==> src/rtl/io_port_bridge.sv <==
// Host-side I/O bridge for the accumulator CPU: an input FIFO (host -> CPU IOIn)
// and an output FIFO (CPU Output -> host stream), with sticky underflow/overflow flags.
module io_port_bridge #(
    parameter int DATA_W = 16,
    parameter int DEPTH  = 4,
    parameter int CNT_W  = $clog2(DEPTH) + 1
) (
    input  logic              CLK,
    input  logic              reset,
    output logic [DATA_W-1:0] cpu_in_data,
    output logic              cpu_in_avail,
    input  logic              cpu_in_re,
    input  logic [DATA_W-1:0] cpu_out_data,
    input  logic              cpu_out_we,
    input  logic [DATA_W-1:0] host_in_data,
    input  logic              host_in_valid,
    output logic              host_in_ready,
    output logic [DATA_W-1:0] host_out_data,
    output logic              host_out_valid,
    input  logic              host_out_ready,
    input  logic              clear_flags,
    output logic              underflow,
    output logic              overflow,
    output logic [CNT_W-1:0]  in_count,
    output logic [CNT_W-1:0]  out_count
);

    localparam int PTR_W = $clog2(DEPTH);
    localparam logic [CNT_W-1:0] FULL_CNT = CNT_W'(DEPTH);

    logic [DATA_W-1:0] in_mem  [DEPTH];
    logic [DATA_W-1:0] out_mem [DEPTH];

    logic [PTR_W-1:0] in_wr_ptr_reg, in_rd_ptr_reg;
    logic [PTR_W-1:0] out_wr_ptr_reg, out_rd_ptr_reg;
    logic [CNT_W-1:0] in_count_reg, out_count_reg;
    logic [CNT_W-1:0] in_count_next, out_count_next;
    logic             underflow_reg, overflow_reg;
    logic             underflow_next, overflow_next;

    logic in_full, in_empty, out_full, out_empty;
    logic in_push, in_pop, out_push, out_pop, out_drop, in_underrun;

    assign in_full   = (in_count_reg == FULL_CNT);
    assign in_empty  = (in_count_reg == '0);
    assign out_full  = (out_count_reg == FULL_CNT);
    assign out_empty = (out_count_reg == '0);

    assign in_push     = host_in_valid && !in_full;
    assign in_pop      = cpu_in_re && !in_empty;
    assign in_underrun = cpu_in_re && in_empty;

    // A full output FIFO still takes a CPU write when the host drains a word the same cycle.
    assign out_pop  = !out_empty && host_out_ready;
    assign out_push = cpu_out_we && (!out_full || out_pop);
    assign out_drop = cpu_out_we && out_full && !out_pop;

    always_comb begin
        in_count_next = in_count_reg;
        if (in_push && !in_pop)
            in_count_next = in_count_reg + CNT_W'(1);
        else if (!in_push && in_pop)
            in_count_next = in_count_reg - CNT_W'(1);

        out_count_next = out_count_reg;
        if (out_push && !out_pop)
            out_count_next = out_count_reg + CNT_W'(1);
        else if (!out_push && out_pop)
            out_count_next = out_count_reg - CNT_W'(1);

        // Set events take priority over a simultaneous clear.
        underflow_next = underflow_reg;
        if (in_underrun)
            underflow_next = 1'b1;
        else if (clear_flags)
            underflow_next = 1'b0;

        overflow_next = overflow_reg;
        if (out_drop)
            overflow_next = 1'b1;
        else if (clear_flags)
            overflow_next = 1'b0;
    end

    always_ff @(posedge CLK or negedge reset) begin
        if (!reset) begin
            in_wr_ptr_reg  <= '0;
            in_rd_ptr_reg  <= '0;
            out_wr_ptr_reg <= '0;
            out_rd_ptr_reg <= '0;
            in_count_reg   <= '0;
            out_count_reg  <= '0;
            underflow_reg  <= 1'b0;
            overflow_reg   <= 1'b0;
        end else begin
            if (in_push)  in_wr_ptr_reg  <= in_wr_ptr_reg + PTR_W'(1);
            if (in_pop)   in_rd_ptr_reg  <= in_rd_ptr_reg + PTR_W'(1);
            if (out_push) out_wr_ptr_reg <= out_wr_ptr_reg + PTR_W'(1);
            if (out_pop)  out_rd_ptr_reg <= out_rd_ptr_reg + PTR_W'(1);
            in_count_reg  <= in_count_next;
            out_count_reg <= out_count_next;
            underflow_reg <= underflow_next;
            overflow_reg  <= overflow_next;
        end
    end

    // Storage is not reset; the counts alone decide what is visible.
    always_ff @(posedge CLK) begin
        if (in_push)  in_mem[in_wr_ptr_reg]   <= host_in_data;
        if (out_push) out_mem[out_wr_ptr_reg] <= cpu_out_data;
    end

    assign cpu_in_data    = in_empty  ? '0 : in_mem[in_rd_ptr_reg];
    assign cpu_in_avail   = !in_empty;
    assign host_in_ready  = !in_full;
    assign host_out_data  = out_empty ? '0 : out_mem[out_rd_ptr_reg];
    assign host_out_valid = !out_empty;
    assign underflow      = underflow_reg;
    assign overflow       = overflow_reg;
    assign in_count       = in_count_reg;
    assign out_count      = out_count_reg;

endmodule

==> config.mk <==
export PLATFORM = sky130hd
export DESIGN_NAME = io_port_bridge
export DESIGN_NICKNAME = d
export VERILOG_FILES = /design/src/rtl/io_port_bridge.sv
export SDC_FILE = /design/constraint.sdc
export NUM_CORES = 1
export LEC_CHECK = 0
export ABC_AREA = 1
export CORE_MARGIN = 2
export CORE_UTILIZATION = 45
export DETAILED_ROUTE_END_ITERATION = 16
export HOLD_SLACK_MARGIN = 0.06
export PLACE_DENSITY = 0.79
export SYNTH_ARGS = -nofsm -noshare
export SYNTH_HDL_FRONTEND = slang
export SYNTH_SLANG_ARGS = --single-unit
export TNS_END_PERCENT = 20
==> constraint.sdc <==
create_clock -name CLK -period 4.7 [get_ports CLK]
set_clock_uncertainty 0.15 [all_clocks]
set_input_delay 0.94 -clock CLK [delete_from_list [all_inputs] [get_ports CLK]]
set_output_delay 0.94 -clock CLK [all_outputs]
set_load 0.005 [all_outputs]
Word level (Yosys, flattened, before mapping)
Memory sizes are Yosys's and may differ from the RTL's.
Cells that the tools add are included.
{"block": "classes", "addsub": 8, "multipliers": 0, "n_div": 0, "magnitude_cmp": 0, "n_eq_ne": 2, "shift": 0, "n_mux": 13, "n_bitwise": 0, "n_reduce_logical": 26}
{"operator": "2-to-1 mux 16 bit", "count": 2}
{"operator": "2-to-1 mux 3 bit", "count": 4}
{"operator": "logical AND 1 bit", "count": 11}
{"operator": "adder 2 x 1 -> 2 bit, second input constant", "count": 4}
{"operator": "logical NOT 1 bit", "count": 8}
{"operator": "nonzero test 2 bit", "count": 4}
{"operator": "2-to-1 mux 1 bit", "count": 7}
{"operator": "adder 3 x 1 -> 3 bit, second input constant", "count": 2}
{"operator": "equality test 3 bit, second input constant", "count": 2}
{"operator": "logical NOT 3 bit", "count": 2}
{"operator": "subtractor 3 x 1 -> 3 bit, second input constant", "count": 2}
{"operator": "logical OR 1 bit", "count": 1}
{"block": "totals", "regBits": 16, "latch_bits": 0, "ram_bits": 128, "mem_bits_ro": 0, "input_bits": 39, "elab_cells": 59, "memories": 2}
{"name": "in_mem", "words": 4, "word_bits": 16, "rd": 1, "rd_clocked_by_memory_dff": 0, "write_ports": 1, "line": "31", "rtl": "logic [DATA_W-1:0] in_mem [DEPTH];"}
{"name": "out_mem", "words": 4, "word_bits": 16, "rd": 1, "rd_clocked_by_memory_dff": 0, "write_ports": 1, "line": "32", "rtl": "logic [DATA_W-1:0] out_mem [DEPTH];"}

Logic depth before layout (Yosys ltp)
{"block": "logic_depth", "word_depth": 9, "depth_mapped": 12, "ltp_nobuf": 12}

Worst setup path before layout
No wires, ideal clock.
{"block": "synth_timing", "path_type": "input port to flip-flop", "startpoint": "input host_out_ready", "endpoint": "memory out_mem[0][0] (enable)", "setup_time_ps": 389, "arrival_time_ps": 1914, "required_ps": 4161, "path_slack_ps": 2247, "stages": 4, "path_buffers": 0, "cell_sequence": "inv_1 -> nand3_1 -> nand2_2 -> nor2_1"}
{"block": "synth_via", "elab_chain_cells": 5}
{"item": "from (decl)", "line": "20", "rtl": "input logic host_out_ready,"}
{"item": "logical AND 1 bit", "line": "54", "rtl": "assign out_pop = !out_empty && host_out_ready;"}
{"item": "logical OR 1 bit", "line": "55", "rtl": "assign out_push = cpu_out_we && (!out_full || out_pop);"}
{"item": "logical AND 1 bit", "line": "55"}
{"item": "2-to-1 mux 1 bit", "line": "110", "rtl": "if (out_push) out_mem[out_wr_ptr_reg] <= cpu_out_data;"}
{"item": "2-to-1 mux 1 bit (implied by the code)", "line": "110"}
{"item": "to (decl)", "line": "32"}
Every way passes these cells.

Worst setup path after layout
{"block": "layout_timing", "startpoint": "register out_rd_ptr_reg[0]", "endpoint": "output host_out_data[0]"}
{"block": "layout_via", "elab_chain_cells": 2}
{"item": "from (decl)", "line": "35", "rtl": "logic [PTR_W-1:0] out_wr_ptr_reg, out_rd_ptr_reg;"}
{"item": "from (signal assigned)", "line": "99", "rtl": "if (out_pop) out_rd_ptr_reg <= out_rd_ptr_reg + PTR_W'(1);"}
{"item": "memory read (4 x 16 bit)"}
{"item": "2-to-1 mux 16 bit", "line": "116", "rtl": "assign host_out_data = out_empty ? '0 : out_mem[out_rd_ptr_reg];"}
{"item": "to (decl)", "line": "18", "rtl": "output logic [DATA_W-1:0] host_out_data,"}
Every way passes these cells.

==> results by group <==
Die
  • Die width: 124 um
  • Initial Util: 0.464
  • Num rows: 43
  • Die Area: approximately 15000 um2
  • Die height: between 100 and 150 um
  • I/O pins: 82
  • Core area: between 10000 and 15000 um2

Layout
  • Non-Filler Instances: 909
  • Antenna cells: 0
  • Layout area overhead: 23.6%
  • Layout cells sized above 1: 0.0686
  • Nets: ~770
  • Core Util, Final: 0.573
  • Largest registers: in_mem x64, out_mem x64

Clock tree
  • # hold bufs at CTS: 0
  • CTS Sinks: roughly 140
  • Reg clk slew, reported paths: 0.06 ns
  • Worst skew pair latency: 0.42 ns
  • H-Tree Depth: 4
  • Post-CTS sizing: 0
  • Setup bufs post-CTS: 0
  • CTS Buf Count: 17
  • Root Buffer: clkbuf_16
  • Maximum clock insertion buffer count: 2
  • TritonCTS clock tree: built

Power and ir drop
  • Worst VDD drop: 0.312 mV
  • Leak Pwr: about 3.5 nW
  • Power per cell area: 639 nW/um2

Timing
  • Final Hold Viols: 0
  • RSZ-0062 raised after global routing: no
  • Worst slew pin tran: between 0.8 and 0.9 ns
  • Period utilization: 0.757
  • Relative max-transition margin: 0.447
  • Post-route minimum period: between 3 and 4 ns
  • Final setup fails: 0
  • Max Freq: 281 MHz
  • Setup TNS: 0 ns
  • Final slew viol count: 0
  • Final hold slack: 0.379 ns

Global route
  • GRT Overall Usage: 0.180
  • Number of antenna violations at the first check in global routing: 0
  • Largest net degree at the start of global routing: 34
  • Global-route wire length before repair: slightly above 20000 um
  • Vias in the first global route: between 4000 and 5000
  • GRT overflow: 0

Synthesis
  • Most frequent cells after synthesis: nand2_1 (159), inv_1 (155), edfxtp_1 (128)
  • Ys async rst share: 0.111
  • Top_reg_cell synth: edfxtp_1
  • Number of synthesized flops with an enable pin: ~130
  • Post-Syn Nets: between 600 and 700
  • Synth cell types: 21
  • Syn avg cell area: between 10 and 15 um2
  • Syn Inst Count: 627
  • Synth area leader: edfxtp_1
  • Seq/Total Area, Yosys: 0.657
  • Synth warnings: 0
  • Most area-consuming cells after synthesis: edfxtp_1 (59%), nand2_1 (9.2%), inv_1 (9.0%)
  • Most common cell in the netlist: nand2_1
  • Synth Register Bits: between 100 and 150
  • Yosys top cell area share: 0.595
  • Synth Cell Area: 6460 um2

Route
  • WL final: 13100 um
  • Drt pass-1 iters: 5
  • DRC violation count after routing: 0
  • WL per Instance: 14.4 um
  • Mean number of vias per cell: ~4.8
  • Via count: 4347
  • ANT nets after route: 0
  • Iteration-0 DRC Markers: 371

Status
  • Status: complete, no violations

Worst setup path
  • CP Launch Type: flop
  • Critical path arrival: 2.47 ns
  • CP Data Required Time: 3.61 ns
  • Delay-heaviest family, CP: buffers and inverters
  • CP cell instances: inv_4, nand2_1, nand3_1, a21oi_1, clkdlybuf4s50_1
  • CP Max Fanout: 33
  • Delay of the slowest cell on the worst path: 0.77 ns
  • Setup Crit Path Kind: flop to output pin
  • CP Capture Type: output pin
  • CP max stage cell: dfrtp_1
  • Worst reg2reg setup slack: 2.52 ns
  • Worst path bufs/invs: 2

Placed design
  • DP Wirelength: 7950 um
  • Placer Congestion: 0.736
  • Port Buf Inserts: 81
  • Dpl cells: 877

Job
  • Max cap viols: 0

Worst hold path
  • HP Class: flop to flop
## placed cells by master (no fill, tap or decap), drive strengths merged, types with 2 or more instances in the layout
master / count
inv: 163
nand2: 161
edfxtp: 128
clkdlybuf4s50: 81
nand3: 74
a21oi: 32
clkbuf: 18
dfrtp: 16
buf: 11
ha: 10
nor2: 9
clkinv: 7
o21ai: 4
xnor2: 4
bufinv: 3
clkinvlp: 3
nand4: 2
fa: 2
## path summary, 6_finish.rpt
path | end | start | depth (start not counted)
max | host_out_data[0] | out_rd_ptr_reg[0] | 5
min | out_count[2] | out_count[2] | 2
max reg2reg | out_count[1] | out_count[1] | 9
min reg2reg | out_count[2] | out_count[2] | 2
max in group asynchronous | out_count[1] | reset | 1
min in group asynchronous | in_count[1] | reset | 1
## layer usage
| layer | track usage | share of wire | vias to the layer above |
|---|---|---|---|
| met3 | 0.0472 | 0.054 | 17 |
| met2 | 0.301 | 0.51 | 123 |
| met1 | 0.230 | 0.43 | 2061 |
| met4 | 0.0597 | 0.014 | 0 |
| met5 | 0 | 0 | - |
| li1 | - | - | 2146 |
## per-stage QoR
stage / power [W] / worst slack, ns / instance area (um2)
floorplan: 0.00296 / 2.25 / 6460
global placement: 0.00372 / 1.66 / 7390
detailed placement: 0.00378 / 1.60 / 7390
CTS: 0.00514 / 1.15 / 7990
global route: 0.00541 / 0.964 / 7990
finish: 0.00510 / 1.14 / 7990
## cell type report
type,instances,area [um2]
Fill cell,1082,5950
Sequential cell,144,4240
Multi-Input combinational cell,299,1420
Timing Repair Buffer,92,893
Inverter,162,614
Clock buffer,18,429
Tap cell,180,225
Clock inverter,14,165
## worst register-to-register path, stage by stage (launching register included)
cell and delay, ns:
dfrtp_1 0.42, nor2_1 0.18, nand3_1 0.22, nand2_2 0.20, inv_1 0.06, ha_1 0.20
inv_1 0.08, fa_1 0.41, nand2_1 0.08, nand2_1 0.05
## cells by family (layout without fill, tap and decap cells)
kind of cell | count (synthesis) | count (layout) | share of synthesized area
adder cells (fa/ha/maj) | 12 | 12 | 0.0256
AND/OR/NAND/NOR | 246 | 246 | 0.160
buffers and inverters | 184 | 286 | 0.124
flip-flops | 144 | 144 | 0.657
AO/OA/AOI/OAI | 37 | 37 | 0.0288
XOR/XNOR | 4 | 4 | 0.00542
## power breakdown
part	internal [W]	switching, W
combinational	0.000879	0.00101
clock	0.000833	0.000511
sequential	0.00169	0.000184
total	0.00340	0.00171
Power figures use the tool's default switching activity.
